### config.mk
export PLATFORM = sky130hd
export DESIGN_NAME = neuron_accum
export DESIGN_NICKNAME = d
export VERILOG_FILES = /design/src/rtl/neuron_accum.sv
export SDC_FILE = /design/constraint.sdc
export NUM_CORES = 1
export LEC_CHECK = 0
export ABC_AREA = 1
export CELL_PAD_IN_SITES_DETAIL_PLACEMENT = 0
export CELL_PAD_IN_SITES_GLOBAL_PLACEMENT = 2
export CORE_UTILIZATION = 30
export DETAILED_ROUTE_END_ITERATION = 12
export HOLD_SLACK_MARGIN = 0.05
export PLACE_DENSITY_LB_ADDON = 0.1
export SYNTH_ARGS = -nofsm -noshare
export SYNTH_HDL_FRONTEND = slang
export SYNTH_SLANG_ARGS = --single-unit
### constraint.sdc
create_clock -name clk -period 2.7 [get_ports clk]
set_input_delay 0.405 -clock clk [delete_from_list [all_inputs] [get_ports clk]]
set_output_delay 0.405 -clock clk [all_outputs]
set_load 0.01 [all_outputs]
### src/rtl/neuron_accum.sv
// Neuron accumulator: bias plus N_TERMS signed sfix26_En18 terms with saturating
// adds, followed by ReLU and a valid/ready result handshake.
module neuron_accum #(
  parameter int N_TERMS = 784,
  parameter int CNT_W   = 10
) (
  input  logic        clk,
  input  logic        GlobalReset,
  input  logic        start,
  input  logic [25:0] bias,
  input  logic        in_valid,
  output logic        in_ready,
  input  logic [25:0] in_data,
  output logic        out_valid,
  input  logic        out_ready,
  output logic [25:0] out_data,
  output logic        out_sat
);

  typedef enum logic [1:0] {
    IDLE  = 2'd0,
    ACCUM = 2'd1,
    ACT   = 2'd2,
    HOLD  = 2'd3
  } state_t;

  localparam logic [CNT_W-1:0] LAST_CNT = CNT_W'(N_TERMS - 1);
  localparam logic [25:0]      POS_MAX  = 26'h1FFFFFF;
  localparam logic [25:0]      NEG_MAX  = 26'h2000000;

  state_t           state_reg;
  logic [25:0]      acc_reg;
  logic [CNT_W-1:0] cnt_reg;
  logic             sat_reg;
  logic [25:0]      out_data_reg;
  logic             out_sat_reg;
  logic             out_valid_reg;

  logic [26:0] sum_ext;
  logic        ovf;
  logic [25:0] acc_next;

  // One guard bit: overflow shows as disagreement between bits 26 and 25.
  assign sum_ext = {acc_reg[25], acc_reg} + {in_data[25], in_data};
  assign ovf     = sum_ext[26] ^ sum_ext[25];

  always_comb begin
    acc_next = sum_ext[25:0];
    if (ovf) begin
      acc_next = sum_ext[26] ? NEG_MAX : POS_MAX;
    end
  end

  assign in_ready  = (state_reg == ACCUM);
  assign out_valid = out_valid_reg;
  assign out_data  = out_data_reg;
  assign out_sat   = out_sat_reg;

  always_ff @(posedge clk or negedge GlobalReset) begin
    if (!GlobalReset) begin
      state_reg     <= IDLE;
      acc_reg       <= '0;
      cnt_reg       <= '0;
      sat_reg       <= 1'b0;
      out_data_reg  <= '0;
      out_sat_reg   <= 1'b0;
      out_valid_reg <= 1'b0;
    end else begin
      case (state_reg)
        IDLE: begin
          if (start) begin
            acc_reg   <= bias;
            cnt_reg   <= '0;
            sat_reg   <= 1'b0;
            state_reg <= ACCUM;
          end
        end
        ACCUM: begin
          if (in_valid) begin
            acc_reg <= acc_next;
            if (ovf) begin
              sat_reg <= 1'b1;
            end
            if (cnt_reg == LAST_CNT) begin
              state_reg <= ACT;
            end else begin
              cnt_reg <= cnt_reg + 1'b1;
            end
          end
        end
        ACT: begin
          out_data_reg  <= acc_reg[25] ? 26'd0 : acc_reg;
          out_sat_reg   <= sat_reg;
          out_valid_reg <= 1'b1;
          state_reg     <= HOLD;
        end
        HOLD: begin
          if (out_ready) begin
            out_valid_reg <= 1'b0;
            state_reg     <= IDLE;
          end
        end
        default: state_reg <= IDLE;
      endcase
    end
  end

endmodule

==> metrics.csv <==
stage,metric,value,unit
placement,place_inst,1073,
global_routing,grt_use_total,0.198,
synthesis,synth.distinct_cells,38,
clock_network,post_cts.repair.setup_buffers,0,
sta,min_period,2.43,ns
synthesis,syn-num-nets,821,
clock_network,cts.path.max_buffers,2,
synthesis,ys_ff_latch,66,
floorplan,ios,86,
floorplan,die_area,0.0175,mm2
synthesis,synthesis.instances,732,
synthesis,ys_warn_count,0,
global_routing,grt_max_degree,67,
pwr,power,8.72,mW
placement,gp_congestion,0.845,
run,maxCapViolations,0,
pwr,leakagePower,3.34,nW
worst_setup_path,cp_max_fo,5,
pwr,irDropWorstVdd,560,uV
synthesis,synth_area_per_cell,6.97,um2
synthesis,synth_edf_count,0,
synthesis,syn-cell-area,0.00510,mm2
clock_network,htree_levels,3,
placement,dpl.hpwl,13500,um
drt,drtIter0Drc,278,
sta,tightestPinTransition,0.759,ns
worst_setup_path,cp.arrival,2.65,ns
placement,place_area,0.00656,mm2
synthesis,yosys.area.top_type_share,0.324,
hold_path,hold_class,input pin to async pin,
cells_and_area,diodes,0,
drt,firstDrtPassIters,5,
floorplan,dieHeight,132,um
clock_network,cts.repair.resized,0,
sta,hold_ws,0.0829,ns
cells_and_area,stdcell_count,1089,
sta,finalSetupTns,0,ns
floorplan,core_area,0.0166,mm2
cells_and_area,synthToLayoutAreaGrowth,34.8,%
clock_network,cts-buffers-inserted,9,
drt,viasPerCell,4.65,
synthesis,synth_commonest_cells,"nand2_1 (180), inv_1 (95), nor2_1 (70)",
sta,slew_viol_final,0,
synthesis,yosys.cell_count.top_type,nand2_1,
clock_network,ctsHoldBuffers,0,
clock_network,cts.sinks,66,
synthesis,ys.flop_type,dfrtp_1,
global_routing,antenna_found_initial,0,
cells_and_area,largest_reg_flops,26,
cells_and_area,nets,953,
synthesis,synth-async-reset-ratio,1.00,
synthesis,synth_area_leaders,"dfrtp_1 (32%), nand2_1 (13%), ha_1 (7.6%), inv_1 (7.0%), nand3_1 (6.7%)",
worst_setup_path,end_kind,flip-flop,
floorplan,start_util,0.307,
global_routing,grt_pass1_vias,5052,
drt,routed_wl,16500,um
clock_network,insertion_delay,0.33,ns
global_routing,grt_pass1_wl,27100,um
cells_and_area,drive_gt1_frac,0.144,
sta,finClkSkew,0.00873,ns
sta,slew_headroom,0.493,
cells_and_area,fin_area,0.00688,mm2
run_status,run_status,finished clean,
synthesis,ys_seq_area_frac,0.324,
drt,drc,0,
sta,rsz0062_at_grt,no,
clock_network,cts.clk_slew.worst_paths,0.05,ns
global_routing,grt_remaining_overflow,0,
drt,vias,5061,
sta,hold_viol,0,
placement,io_buffers,84,
pwr,powerDensity,1270,mW/mm2
clock_network,cts_tree,yes,
floorplan,num_rows,47,
clock_network,cts_root_buf,clkbuf_16,
sta,setup_viol,0,
sta,fin_crit_sh,0.899,
drt,wire_per_inst,15.1,um
synthesis,yosysTopAreaCell,dfrtp_1,
drt,antenna_left,0,
floorplan,die_width,132,um
worst_setup_path,cp_data_required_time,2.92,ns
worst_setup_path,critPathKind,input pin to flip-flop,
sta,fmax,412,MHz
worst_setup_path,critPathLaunchType,input pin,
==> stage by stage <==
step / util / setup WS (ns)
floorplan: - / 0.596
global placement: 0.396 / -0.0992
detailed placement: 0.396 / -0.0671
CTS: 0.415 / 0.273
global route: 0.415 / 0.00614
finish: 0.415 / 0.271
==> layout by cell type, fill, tap and decap left out, drive strengths merged <==
| master | instances |
|---|---|
| or2 | 21 |
| o21ai | 37 |
| and2 | 1 |
| o21bai | 10 |
| dfrtp | 66 |
| o31ai | 6 |
| a21oi | 52 |
| fa | 1 |
| conb | 1 |
| buf | 60 |
| clkbuf | 11 |
| nand2b | 1 |
| nand3 | 70 |
| xnor2 | 5 |
| nor4 | 3 |
| nor3 | 7 |
| a22oi | 2 |
| nand2 | 197 |
| nor2 | 72 |
| nor3b | 2 |
| bufinv | 2 |
| nand4 | 11 |
| ha | 31 |
| clkdlybuf4s50 | 83 |
| inv | 95 |
| clkinv | 4 |
| xor2 | 18 |
==> layer usage <==
| metal | vias to the layer above | global-route usage | part of all wire | wire [um] |
|---|---|---|---|---|
| li1 | 2620 | - | - | - |
| met1 | 2341 | 0.284 | 0.50 | 8280 |
| met2 | 89 | 0.321 | 0.46 | 7600 |
| met3 | 11 | 0.0188 | 0.028 | 457 |
| met4 | 0 | 0.0460 | 0.0090 | 149 |
| met5 | - | 0 | 0 | 0 |
==> power breakdown <==
group	total (mW)	internal, mW	switching, mW	leakage, nW
clock network	1.23	0.807	0.425	0.153
logic	5.63	2.36	3.27	2.36
registers	1.86	1.42	0.435	0.828
total	8.72	4.59	4.13	3.34
==> logic make-up after synthesis <==
kind of cell,count (synthesis),synth area share
AOI/OAI and AO/OA,107,0.123
xor gates and xnor gates,23,0.0395
adders and majority gates,32,0.0800
buffers and inverters,118,0.0930
DFF,66,0.324
other,1,0.000735
and+or+nand+nor,385,0.340
==> worst paths after layout <==
kind | from | end | slack, ns | cells past startpoint
worst min-delay path | GlobalReset | out_data[6] | 0.08 | 2
worst min register to register | out_data[10] | out_data[10] | 0.51 | 2
max in group asynchronous | GlobalReset | acc_reg[16] | 2.30 | 2
min in group clk | out_data[10] | out_data[10] | 0.51 | 2
worst max-delay path | in_data[4] | acc_reg[4] | 0.27 | 15
worst max register to register | acc_reg[21] | acc_reg[4] | 0.31 | 14
==> worst max-delay path, stage by stage <==
cell and delay [ns]:
clkdlybuf4s50_1 0.42, ha_1 0.35, a21oi_1 0.28, nand2_1 0.09, nand2_1 0.06, nand3_1 0.11
nand2_1 0.14, nand3_1 0.11, nand2_1 0.09, nand2_2 0.08, a21oi_1 0.18, buf_4 0.15
nand2_1 0.06, nand2_1 0.06, nand2_1 0.04
==> area by class of cell <==
class | instances | area, um2
clock buffers | 11 | 233
well taps | 220 | 275
inverters | 96 | 360
multi-input cells | 548 | 2970
fillers | 1758 | 9710
flip-flops and latches | 66 | 1650
clock inverters | 5 | 78.8
repair buffers | 143 | 1300
No activity file was read; power rests on OpenSTA's default activity.
